--- src/rtl/mem_arb_pkg.sv ---
// -----------------------------------------------------------------------------
// mem_arb_pkg
// Shared definitions for the memory port arbiter:
//   state_t       - arbiter FSM encoding (IDLE / WAIT)
//   REQ_IF/REQ_EX - requester index (owner / last_owner encoding)
//   MAX_WAIT_DEF  - default mem_ack timeout in cycles
// -----------------------------------------------------------------------------
package mem_arb_pkg;

   typedef enum logic {
      ST_IDLE = 1'b0,
      ST_WAIT = 1'b1
   } state_t;

   localparam logic REQ_IF = 1'b0;   // instruction fetch
   localparam logic REQ_EX = 1'b1;   // execution load/store unit

   localparam int MAX_WAIT_DEF = 255;

endpackage

--- src/rtl/mem_port_arbiter_if.sv ---
// -----------------------------------------------------------------------------
// mem_port_arbiter_if
// Bundles the fetch, load/store and memory handshakes of the arbiter.
//   slave  : arbiter view (takes requests and memory responses, drives grants,
//            completions and the memory request)
//   master : environment view (fetch unit, load/store unit and memory model)
// Parameters: ADDR_W address width, DATA_W data width.
// -----------------------------------------------------------------------------
interface mem_port_arbiter_if #(
   parameter int ADDR_W = 32,
   parameter int DATA_W = 32
);

   // fetch requester
   logic              if_req_valid;
   logic [ADDR_W-1:0] if_addr;
   logic              if_grant;
   logic              if_data_valid;
   logic [DATA_W-1:0] if_rdata;

   // load/store requester
   logic              ex_req_valid;
   logic [ADDR_W-1:0] ex_addr;
   logic              ex_we;
   logic [DATA_W-1:0] ex_wdata;
   logic              ex_grant;
   logic              ex_data_valid;
   logic [DATA_W-1:0] ex_rdata;

   // shared memory port
   logic              mem_req;
   logic [ADDR_W-1:0] mem_addr;
   logic              mem_we;
   logic [DATA_W-1:0] mem_wdata;
   logic              mem_ack;
   logic [DATA_W-1:0] mem_rdata;

   modport slave (
      input  if_req_valid, if_addr,
      input  ex_req_valid, ex_addr, ex_we, ex_wdata,
      input  mem_ack, mem_rdata,
      output if_grant, if_data_valid, if_rdata,
      output ex_grant, ex_data_valid, ex_rdata,
      output mem_req, mem_addr, mem_we, mem_wdata
   );

   modport master (
      output if_req_valid, if_addr,
      output ex_req_valid, ex_addr, ex_we, ex_wdata,
      output mem_ack, mem_rdata,
      input  if_grant, if_data_valid, if_rdata,
      input  ex_grant, ex_data_valid, ex_rdata,
      input  mem_req, mem_addr, mem_we, mem_wdata
   );

endinterface

--- src/rtl/mem_arb_pick.sv ---
// -----------------------------------------------------------------------------
// mem_arb_pick
// Combinational winner select for the two requesters.
// Ports:
//   if_req, ex_req : request valids of fetch / load-store
//   last_owner     : requester granted most recently (REQ_IF / REQ_EX)
//   req_any        : at least one request pending
//   winner         : selected requester (REQ_IF / REQ_EX), meaningful when req_any
// Build option MEM_ARB_RR_EN: round-robin on contention (the requester not
// granted last wins). Without it, load/store always beats fetch.
// -----------------------------------------------------------------------------
module mem_arb_pick
   import mem_arb_pkg::*;
(
   input  logic if_req,
   input  logic ex_req,
   input  logic last_owner,
   output logic req_any,
   output logic winner
);

   always_comb begin
      req_any = if_req | ex_req;
      winner  = REQ_IF;
`ifdef MEM_ARB_RR_EN
      if (if_req && ex_req) begin
         winner = ~last_owner;
      end else if (ex_req) begin
         winner = REQ_EX;
      end
`else
      if (ex_req) begin
         winner = REQ_EX;
      end
`endif
   end

`ifndef MEM_ARB_RR_EN
   // Fixed priority ignores history; the port stays so both builds share one
   // instantiation.
   logic unused_last_owner;
   assign unused_last_owner = last_owner;
`endif

endmodule

--- src/rtl/mem_port_arbiter.sv ---
// -----------------------------------------------------------------------------
// mem_port_arbiter
// Shares one memory port between instruction fetch and the load/store unit.
// One transaction at a time: IDLE picks a winner and latches its request onto
// the mem_* registers, WAIT holds mem_req until mem_ack (or a timeout abort),
// then returns data and a completion pulse to the owner.
// Ports:
//   clk, reset : clock, synchronous active-high reset
//   bus        : mem_port_arbiter_if.slave (fetch / load-store / memory)
//   busy       : transaction in flight
//   arb_err    : one-cycle pulse when a transaction is aborted on timeout
// Parameters: ADDR_W, DATA_W, MAX_WAIT (mem_ack timeout in cycles).
// Build option MEM_ARB_RR_EN selects round-robin arbitration (see mem_arb_pick).
// -----------------------------------------------------------------------------
module mem_port_arbiter
   import mem_arb_pkg::*;
#(
   parameter int ADDR_W   = 32,
   parameter int DATA_W   = 32,
   parameter int MAX_WAIT = MAX_WAIT_DEF
) (
   input  logic                     clk,
   input  logic                     reset,
   mem_port_arbiter_if.slave        bus,
   output logic                     busy,
   output logic                     arb_err
);

   localparam int                CNT_W   = (MAX_WAIT < 1) ? 1 : $clog2(MAX_WAIT + 1);
   localparam logic [CNT_W-1:0]  CNT_MAX = CNT_W'(MAX_WAIT);

   state_t             state;
   logic [CNT_W-1:0]   wait_cnt;
   logic               owner;
   logic               last_owner;

   logic               if_grant_q;
   logic               if_dv_q;
   logic [DATA_W-1:0]  if_rdata_q;
   logic               ex_grant_q;
   logic               ex_dv_q;
   logic [DATA_W-1:0]  ex_rdata_q;
   logic               mem_req_q;
   logic [ADDR_W-1:0]  mem_addr_q;
   logic               mem_we_q;
   logic [DATA_W-1:0]  mem_wdata_q;

   logic               req_any;
   logic               winner;

   mem_arb_pick u_pick (
      .if_req     (bus.if_req_valid),
      .ex_req     (bus.ex_req_valid),
      .last_owner (last_owner),
      .req_any    (req_any),
      .winner     (winner)
   );

   always_ff @(posedge clk) begin
      // NOTE: every register here, data included, is cleared by reset so that
      // all outputs read 0 after reset and a dropped transaction leaves nothing
      // behind; all state uses non-blocking assignments so the FSM sees
      // pre-edge values throughout.
      if (reset) begin
         state       <= ST_IDLE;
         wait_cnt    <= '0;
         owner       <= REQ_IF;
         last_owner  <= REQ_IF;
         if_grant_q  <= 1'b0;
         if_dv_q     <= 1'b0;
         if_rdata_q  <= '0;
         ex_grant_q  <= 1'b0;
         ex_dv_q     <= 1'b0;
         ex_rdata_q  <= '0;
         mem_req_q   <= 1'b0;
         mem_addr_q  <= '0;
         mem_we_q    <= 1'b0;
         mem_wdata_q <= '0;
         busy        <= 1'b0;
         arb_err     <= 1'b0;
      end else begin
         // pulses default low every cycle
         if_grant_q <= 1'b0;
         ex_grant_q <= 1'b0;
         if_dv_q    <= 1'b0;
         ex_dv_q    <= 1'b0;
         arb_err    <= 1'b0;

         case (state)
            ST_IDLE: begin
               // mem_ack is ignored here: nothing is outstanding
               if (req_any) begin
                  owner      <= winner;
                  last_owner <= winner;
                  mem_req_q  <= 1'b1;
                  busy       <= 1'b1;
                  wait_cnt   <= '0;
                  state      <= ST_WAIT;
                  if (winner == REQ_EX) begin
                     ex_grant_q  <= 1'b1;
                     mem_addr_q  <= bus.ex_addr;
                     mem_we_q    <= bus.ex_we;
                     mem_wdata_q <= bus.ex_wdata;
                  end else begin
                     // fetch is always a read
                     if_grant_q  <= 1'b1;
                     mem_addr_q  <= bus.if_addr;
                     mem_we_q    <= 1'b0;
                     mem_wdata_q <= '0;
                  end
               end
            end

            ST_WAIT: begin
               if (bus.mem_ack) begin
                  // ack beats a timeout landing in the same cycle
                  mem_req_q <= 1'b0;
                  busy      <= 1'b0;
                  wait_cnt  <= '0;
                  state     <= ST_IDLE;
                  if (owner == REQ_EX) begin
                     ex_dv_q <= 1'b1;
                     if (!mem_we_q) begin
                        ex_rdata_q <= bus.mem_rdata;
                     end
                  end else begin
                     if_dv_q    <= 1'b1;
                     if_rdata_q <= bus.mem_rdata;
                  end
               end else if (wait_cnt == CNT_MAX) begin
                  // hung memory: complete the owner with zero data and flag it
                  mem_req_q <= 1'b0;
                  busy      <= 1'b0;
                  arb_err   <= 1'b1;
                  wait_cnt  <= '0;
                  state     <= ST_IDLE;
                  if (owner == REQ_EX) begin
                     ex_dv_q    <= 1'b1;
                     ex_rdata_q <= '0;
                  end else begin
                     if_dv_q    <= 1'b1;
                     if_rdata_q <= '0;
                  end
               end else begin
                  wait_cnt <= wait_cnt + CNT_W'(1);
               end
            end

            default: state <= ST_IDLE;
         endcase
      end
   end

   assign bus.if_grant      = if_grant_q;
   assign bus.if_data_valid = if_dv_q;
   assign bus.if_rdata      = if_rdata_q;
   assign bus.ex_grant      = ex_grant_q;
   assign bus.ex_data_valid = ex_dv_q;
   assign bus.ex_rdata      = ex_rdata_q;
   assign bus.mem_req       = mem_req_q;
   assign bus.mem_addr      = mem_addr_q;
   assign bus.mem_we        = mem_we_q;
   assign bus.mem_wdata     = mem_wdata_q;

endmodule

--- src/flat_wrapper.sv ---
// flat-port wrapper written by rule: the top's interface ports become plain ports
module mem_port_arbiter_flat import mem_arb_pkg::*;
#(
   parameter int ADDR_W   = 32,
   parameter int DATA_W   = 32,
   parameter int MAX_WAIT = MAX_WAIT_DEF
)
  (clk, reset, busy, arb_err, bus_if_req_valid, bus_if_addr, bus_ex_req_valid, bus_ex_addr, bus_ex_we, bus_ex_wdata, bus_mem_ack, bus_mem_rdata, bus_if_grant, bus_if_data_valid, bus_if_rdata, bus_ex_grant, bus_ex_data_valid, bus_ex_rdata, bus_mem_req, bus_mem_addr, bus_mem_we, bus_mem_wdata);
  mem_port_arbiter_if #(.ADDR_W(ADDR_W), .DATA_W(DATA_W)) bus_i ();
  input  logic clk;
  input  logic reset;
  output logic busy;
  output logic arb_err;
  input wire logic [$bits(bus_i.if_req_valid)-1:0] bus_if_req_valid;
  input wire logic [$bits(bus_i.if_addr)-1:0] bus_if_addr;
  input wire logic [$bits(bus_i.ex_req_valid)-1:0] bus_ex_req_valid;
  input wire logic [$bits(bus_i.ex_addr)-1:0] bus_ex_addr;
  input wire logic [$bits(bus_i.ex_we)-1:0] bus_ex_we;
  input wire logic [$bits(bus_i.ex_wdata)-1:0] bus_ex_wdata;
  input wire logic [$bits(bus_i.mem_ack)-1:0] bus_mem_ack;
  input wire logic [$bits(bus_i.mem_rdata)-1:0] bus_mem_rdata;
  output wire logic [$bits(bus_i.if_grant)-1:0] bus_if_grant;
  output wire logic [$bits(bus_i.if_data_valid)-1:0] bus_if_data_valid;
  output wire logic [$bits(bus_i.if_rdata)-1:0] bus_if_rdata;
  output wire logic [$bits(bus_i.ex_grant)-1:0] bus_ex_grant;
  output wire logic [$bits(bus_i.ex_data_valid)-1:0] bus_ex_data_valid;
  output wire logic [$bits(bus_i.ex_rdata)-1:0] bus_ex_rdata;
  output wire logic [$bits(bus_i.mem_req)-1:0] bus_mem_req;
  output wire logic [$bits(bus_i.mem_addr)-1:0] bus_mem_addr;
  output wire logic [$bits(bus_i.mem_we)-1:0] bus_mem_we;
  output wire logic [$bits(bus_i.mem_wdata)-1:0] bus_mem_wdata;
  assign bus_i.if_req_valid = bus_if_req_valid;
  assign bus_i.if_addr = bus_if_addr;
  assign bus_i.ex_req_valid = bus_ex_req_valid;
  assign bus_i.ex_addr = bus_ex_addr;
  assign bus_i.ex_we = bus_ex_we;
  assign bus_i.ex_wdata = bus_ex_wdata;
  assign bus_i.mem_ack = bus_mem_ack;
  assign bus_i.mem_rdata = bus_mem_rdata;
  assign bus_if_grant = bus_i.if_grant;
  assign bus_if_data_valid = bus_i.if_data_valid;
  assign bus_if_rdata = bus_i.if_rdata;
  assign bus_ex_grant = bus_i.ex_grant;
  assign bus_ex_data_valid = bus_i.ex_data_valid;
  assign bus_ex_rdata = bus_i.ex_rdata;
  assign bus_mem_req = bus_i.mem_req;
  assign bus_mem_addr = bus_i.mem_addr;
  assign bus_mem_we = bus_i.mem_we;
  assign bus_mem_wdata = bus_i.mem_wdata;
  mem_port_arbiter #(.ADDR_W(ADDR_W), .DATA_W(DATA_W), .MAX_WAIT(MAX_WAIT)) u_core (.clk(clk), .reset(reset), .bus(bus_i), .busy(busy), .arb_err(arb_err));
endmodule
--- config.mk ---
export PLATFORM = sky130hd
export DESIGN_NAME = mem_port_arbiter_flat
export DESIGN_NICKNAME = d
export VERILOG_FILES = /design/src/rtl/mem_arb_pkg.sv /design/src/rtl/mem_port_arbiter_if.sv /design/src/rtl/mem_arb_pick.sv /design/src/rtl/mem_port_arbiter.sv /design/src/flat_wrapper.sv
export SDC_FILE = /design/constraint.sdc
export NUM_CORES = 1
export LEC_CHECK = 0
export ABC_AREA = 1
export BUFFER_PORTS_ARGS = -buffer_cell sky130_fd_sc_hd__buf_2
export CAP_MARGIN = 15
export CORE_MARGIN = 4
export CORE_UTILIZATION = 51
export CTS_BUF_LIST = sky130_fd_sc_hd__clkbuf_16
export DETAILED_ROUTE_END_ITERATION = 7
export PLACE_DENSITY = 0.85
export SYNTH_ARGS = -nofsm -noshare
export SYNTH_HDL_FRONTEND = slang
export SYNTH_SLANG_ARGS = --single-unit
--- constraint.sdc ---
create_clock -name clk -period 4.5 [get_ports clk]
set_input_delay 0.225 -clock clk [delete_from_list [all_inputs] [get_ports clk]]
set_output_delay 0.225 -clock clk [all_outputs]
set_load 0.05 [all_outputs]
==> results.md, run 1 <==
* Status: complete, no violations
* Top FF cell, synth: dfxtp_1
* Number of max-slew violations in the final report at 0
* Residual DRC at 0
* Proportion of layout cells with a drive suffix above 1 at 28.0%
* CTS resizes at 0
* Count of endpoints failing setup in the final report at 0
* Power Internal at 0.00244 W
* Number of placed I/O pins at 270
* Sum of routed wire length over all layers at 17400 um
* Max Clk Rate at 0.424 GHz
* Kind of cell with the highest combined delay on the critical path: simple AND/OR/NAND/NOR gates
* CTS tree: built
* Setup_tns at 0 ns
* Top post-synthesis cells by area: dfxtp_1 (47%), nand2_1 (17%), a21oi_1 (5.9%)
* Placement row count at 39
* Post-synth cell types at 25
* Maximum buffer depth of the clock tree at 2
* Clock-pin slew of the registers on the worst-case setup and hold paths at 0.06 ns
* Worst path bufs/invs at 1
* Slowest-stage cell, CP: nor2_2
* Pwr/cell area at 439 mW/mm^2
* Gate power share at 19.0%
* Placeable Area at 0.0116 mm^2
* Layout-stage area growth over the synthesis result at 30.4%
* Worst setup slack for register-to-register paths at 2.14 ns
* Synthesis warning total at 0
* Global-route wire length before repair at 28100 um
* Portion of synthesized cell area occupied by the leading cell type at 47.5%
* Critical Path Start Type: register
* Largest vdd supply drop at 0.000320 V
* Floorplan die area at 0.0138 mm^2
* Path type of the worst min-delay path: in -> reg
* Highest fanout seen on the critical path at 29
* Synth Area per Inst at 6.94 um^2
* Required arrival time at the worst endpoint at 4.83 ns
* Flip-flop and latch count after synthesis at 145
* Portion of the post-synthesis area used by sequential elements at 47.5%
* Starting DRC count in detailed routing at 516
* Placed Instance Area at 0.00737 mm^2
* Mapped Cells at 881
* Relative contribution of the clock network to total power at 40.8%
* Critical Setup Path Class: reg -> reg
* Number of hold-repair buffers added at the cts stage at 0
* Cell-by-cell listing of the critical path: nor2_2 -> buf_4 -> nand2_1 -> a21oi_1
* Switch share at 30.2%
* Max-cap check violation count at 0
* Worst Tran Pin Value at 1.20 ns
* Via count of the first global-routing pass at 5845
* Post-route fraction of the period consumed by the critical path at 52.4%
* Antenna cell count at 0
* Overall fraction of global-route tracks in use at 24.6%
* Clk_skew at 0.00693 ns
* Die boundary height at 117 um
* Minimum clock period after layout at 2.36 ns
* Slowest Stage Delay on Critical Path at 1.04 ns
* Gr ovfl total at 0
* WP data arrival at 2.69 ns
* Multi-input combinational cell area at 0.00260 mm^2
* FFs w/ async S/R, synth at 0%
* Number of filler instances in the final layout at 994
* Final RePlAce weighted congestion at 0.840
* Setup WS post-layout at 2.14 ns
* Number of setup buffers added after CTS at 0
* Cell area after layout at 0.00797 mm^2
* Setup slack at placement at 1.95 ns
* Commonest cells after routing, fill and taps aside: nand2_1 (283), buf_2 (269), dfxtp_1 (145), nor2_1 (90), inv_1 (79)
* Count of clock tree sinks at 145
* Post-route ant nets at 0
* Level count of the clock H-tree at 4
* Clock latency at the later pin of the worst-skew pair at 0.42 ns
* Total number of vias at 6308
* Number of hold-slack violations in the final timing report at 0
* First-pass iteration count of the detailed router at 7
* Cell at the root of the clock tree: clkbuf_16
* Setup repair after global routing missed its margin: false
* Placed wire-length estimate at 11900 um
* Net count, final at 1245
* Largest net degree at the start of global routing at 66
* Proportion of power drawn by flip-flops and latches at 40.2%
* Width of the die at 117 um
* Psw at 0.00106 W
* Syn_nets at 1016
* Total CTS buffers at 17
* Post-synth design cell area at 0.00611 mm^2
* Standby leakage power at 4.16 nW
* Antenna violations before repair at 0
* Number of enable-type register cells in the synthesized netlist at 0
* Most common cell after layout, fill and taps aside: nand2_1
* Effective utilization at floorplan at 52.9%
* Worst Setup End Kind: register
* FF/Latch Area at 0.00290 mm^2
* Post-detailed-route via-to-cell ratio at 4.99
* Port bufs at 269
* Worst slew margin at 20.0%
* Routed length per placed instance at 13.7 um
* Yosys top cell by area: dfxtp_1
==> synth_stat cells, types with 2 or more instances <==
master    number
nand2_1      284
dfxtp_1      145
nor2_1        91
inv_1         79
a21oi_1       72
nand3_1       38
o21ai_0       37
a31oi_1       32
clkbuf_1      29
buf_2         22
nand4_1       22
buf_1          6
buf_6          5
nor3_1         3
buf_4          2
clkinv_1       2
inv_2          2
nand2_2        2
nor2_2         2
==> path summary, 6_finish.rpt <==
check / cells past startpoint / start / endpoint
worst max-delay path: 4 / u_core.state / u_core.bus.mem_wdata[31]
worst min-delay path: 3 / bus_ex_wdata[12] / u_core.bus.mem_wdata[12]
worst max register to register: 4 / u_core.state / u_core.bus.mem_wdata[31]
worst min register to register: 2 / u_core.bus.mem_wdata[10] / u_core.bus.mem_wdata[10]
==> tightest hold or removal path, stage by stage <==
cell and delay [ns]:
buf_2 0.10, nand2_1 0.05, a21oi_1 0.05
==> power groups by stage <==
stage / Combinational [W] / Sequential (W) / Clock [W]
2_1_floorplan: 0.000239 / 0.00168 / 0
5_1_grt: 0.000720 / 0.00142 / 0.00151
6_report: 0.000664 / 0.00141 / 0.00143
3_5_place_dp: 0.000664 / 0.00143 / 0
4_1_cts: 0.000666 / 0.00141 / 0.00145
3_3_place_gp: 0.000660 / 0.00143 / 0
==> kinds of logic after synthesis <==
kind of cell | share of synthesized area [%]
flops | 47.5
fa+ha+maj | 0.205
buf+inv | 10.2
simple gates | 29.8
compound gates | 12.2
xor+xnor | 0.143
==> per-stage QoR <==
stage	utilization (%)	power [W]	instances	hold WS (ns)
final	68.9	0.00350	1264	0.0577
after detailed placement	63.8	0.00210	1234	0.452
after global routing	68.9	0.00365	1264	0.0488
after global placement	63.8	0.00209	1234	0.445
after CTS	68.9	0.00352	1264	0.0449
after floorplan	-	0.00192	881	0.372
==> state kept, by name, indices dropped and copies added (netlist names) <==
register / flops
u_core.bus.ex_rdata: 32
u_core.bus.if_rdata: 32
u_core.bus.mem_addr: 32
u_core.bus.mem_wdata: 32
u_core.wait_cnt: 8
u_core.arb_err: 1
u_core.bus.ex_data_valid: 1
u_core.bus.ex_grant: 1
u_core.bus.if_data_valid: 1
u_core.bus.if_grant: 1
u_core.bus.mem_req: 1
u_core.bus.mem_we: 1
u_core.owner: 1
u_core.state: 1
==> routing by layer <==
layer / track usage (%) / vias to the layer above / part of all wire (%)
met1: 29.0 / 2787 / 41
met5: 0 / - / 0
met3: 7.64 / 37 / 8.1
met2: 41.9 / 241 / 49
met4: 9.89 / 0 / 2.5
li1: - / 3243 / -
==> area by class of cell <==
cell class	instances	area share (%)
Clock inverter	13	2.15
Multi-Input combinational cell	589	32.6
Sequential cell	145	36.4
Tap cell	143	2.24
Clock buffer	17	5.34
Inverter	83	3.91
Timing Repair Buffer	274	17.4
Power figures use the tool's default switching activity.
==> inputs of run 2 (changes only) <==
--- a/config.mk
+++ b/config.mk
@@ -9,10 +9,10 @@
 export BUFFER_PORTS_ARGS = -buffer_cell sky130_fd_sc_hd__buf_2
 export CAP_MARGIN = 15
 export CORE_MARGIN = 4
-export CORE_UTILIZATION = 51
+export CORE_UTILIZATION = 47
 export CTS_BUF_LIST = sky130_fd_sc_hd__clkbuf_16
 export DETAILED_ROUTE_END_ITERATION = 7
-export PLACE_DENSITY = 0.85
+export PLACE_DENSITY = 0.8
 export SYNTH_ARGS = -nofsm -noshare
 export SYNTH_HDL_FRONTEND = slang
 export SYNTH_SLANG_ARGS = --single-unit
==> constraint.sdc (replaced) <==
create_clock -name clk -period 2.4 [get_ports clk]
set_input_delay 0.12 -clock clk [delete_from_list [all_inputs] [get_ports clk]]
set_output_delay 0.12 -clock clk [all_outputs]
set_load 0.05 [all_outputs]
==> results.md, run 2 (synthesized netlist as in run 1, its figures left out) <==
* Net count, final at 1355 (+8.8%)
* Number of max-slew violations in the final report at 0 (unchanged)
* WP data arrival at 2.54 ns (-0.15 ns)
* Total number of vias at 7142 (+13%)
* Residual DRC at 0 (unchanged)
* Effective utilization at floorplan at 48.3% (-4.6 points)
* Max-cap check violation count at 0 (unchanged)
* Maximum buffer depth of the clock tree at 2 (unchanged)
* Most common cell after layout, fill and taps aside: nand2_1
* Largest net degree at the start of global routing at 66 (unchanged)
* Placeable Area at 0.0127 mm^2 (+9.6%)
* Critical Path Start Type: register
* Cell-by-cell listing of the critical path: nor2_4 -> buf_4 -> o21ai_0 -> a31oi_1 -> dlygate4sd3_1
* Count of clock tree sinks at 145 (unchanged)
* Worst Tran Pin Value at 0.582 ns (-0.616 ns)
* Slowest-stage cell, CP: dlygate4sd3_1
* Status: complete, no violations
* Floorplan die area at 0.0149 mm^2 (+7.9%)
* Antenna cell count at 0 (unchanged)
* Sum of routed wire length over all layers at 21600 um (+25%)
* Setup_tns at 0 ns (unchanged)
* Via count of the first global-routing pass at 6749 (+15%)
* Overall fraction of global-route tracks in use at 28.5% (+3.9 points)
* Count of endpoints failing setup in the final report at 0 (unchanged)
* Standby leakage power at 4.68 nW (+12%)
* Clock latency at the later pin of the worst-skew pair at 0.41 ns (about the same)
* Layout-stage area growth over the synthesis result at 48.6%
* Minimum clock period after layout at 2.18 ns (-0.175 ns)
* Routed length per placed instance at 15.4 um (+12%)
* Post-route fraction of the period consumed by the critical path at 90.9% (+39 points)
* CTS tree: built
* First-pass iteration count of the detailed router at 6 (-1)
* Global-route wire length before repair at 33700 um (+20%)
* Commonest cells after routing, fill and taps aside: nand2_1 (283), buf_2 (269), dfxtp_1 (145), dlygate4sd3_1 (98), nor2_1 (90)
* Min Hold Slack at 0.0257 ns (-0.0320 ns)
* Post-detailed-route via-to-cell ratio at 5.08 (+1.9%)
* Total CTS buffers at 17 (unchanged)
* Highest fanout seen on the critical path at 65 (+120%)
* Die boundary height at 122 um (+3.9%)
* Gr ovfl total at 0 (unchanged)
* Worst slew margin at 61.2% (+41 points)
* Path type of the worst min-delay path: in -> reg
* Width of the die at 122 um (+3.9%)
* Clock-pin slew of the registers on the worst-case setup and hold paths at 0.06 ns (about the same)
* Critical Setup Path Class: reg -> reg
* Cell area after layout at 0.00909 mm^2 (+14%)
* Starting DRC count in detailed routing at 606 (+17%)
* Number of placed I/O pins at 270 (unchanged)
* Required arrival time at the worst endpoint at 2.76 ns (-2.07 ns)
* Number of hold-slack violations in the final timing report at 0 (unchanged)
* Placed Instance Area at 0.00753 mm^2 (+2.1%)
* Placed wire-length estimate at 12600 um (+5.9%)
* Antenna violations before repair at 1 (+1)
* Final RePlAce weighted congestion at 0.808 (-3.8%)
* Worst Setup End Kind: register
* Slowest Stage Delay on Critical Path at 0.58 ns (-0.46 ns)
* Proportion of layout cells with a drive suffix above 1 at 26.3% (-1.7 points)
* Post-route ant nets at 0 (unchanged)
* Port bufs at 269 (unchanged)
* Largest vdd supply drop at 0.000456 V (+43%)
* Final design utilization at 71.7% (+2.8 points)
* Placement row count at 41 (+5.1%)
* Clk_skew at 0.00637 ns (-0.000557 ns)
* Pwr/cell area at 737 mW/mm^2 (+68%)
* Max Clk Rate at 0.458 GHz (+8.0%)
* Cell at the root of the clock tree: clkbuf_16
* Setup repair after global routing missed its margin: false
* Level count of the clock H-tree at 4 (unchanged)
run 2: worst paths after layout:
path / from / slack, ns / depth (start not counted) / to
max: u_core.state / 0.22 / 5 / u_core.bus.mem_addr[22]
max reg2reg: u_core.state / 0.22 / 5 / u_core.bus.mem_addr[22]
min reg2reg: u_core.bus.mem_wdata[8] / 0.46 / 2 / u_core.bus.mem_wdata[8]
min: bus_if_req_valid / 0.03 / 3 / u_core.state
run 2: power breakdown:
part | internal [W] | leakage (nW) | switching, W
registers | 0.00255 | 1.19 | 0.0000820
logic | 0.000470 | 3.20 | 0.00101
clock network | 0.00161 | 0.289 | 0.000977
total | 0.00463 | 4.68 | 0.00207
run 2: area by class of cell:
type / count / area [um^2]
timing repair buffer: 384 / 2480
clock inverter: 15 / 154
sequential: 145 / 2900
inverter: 83 / 312
fill: 949 / 3580
tap: 172 / 215
multi-input combinational: 589 / 2600
clock buffer: 17 / 425
run 2: worst max-delay path: cells and delay by family (launching register included):
kind	cells	cell delay [ns]
and+or+nand+nor	1	0.16
AOI/OAI and AO/OA	2	0.45
DFF	1	0.44
buffers and inverters	2	1.06
run 2: per-layer routing:
layer | global-route usage [%] | up-vias | wire length, um
met3 | 7.99 | 69 | 1980
met2 | 47.9 | 385 | 10500
met5 | 0 | - | 13
met4 | 13.8 | 2 | 893
met1 | 33.6 | 3217 | 8250
li1 | - | 3469 | -
run 2: stage by stage:
| stage | worst slack (ns) | cells | power [W] |
|---|---|---|---|
| after global routing | 0.121 | 1405 | 0.00695 |
| after CTS | 0.348 | 1405 | 0.00669 |
| after floorplan | 0.949 | 881 | 0.00360 |
| after detailed placement | 0.410 | 1275 | 0.00396 |
| after global placement | 0.458 | 1275 | 0.00394 |
| final | 0.217 | 1405 | 0.00670 |
run 2: repair_timing:
action / in CTS / in global routing
resized for setup: 0 / 0
setup buffers: 0 / 0
endpoints found under the setup margin: 0 / 0
hold buffers: 98 / 0
endpoints found under the hold margin: 66 / 0
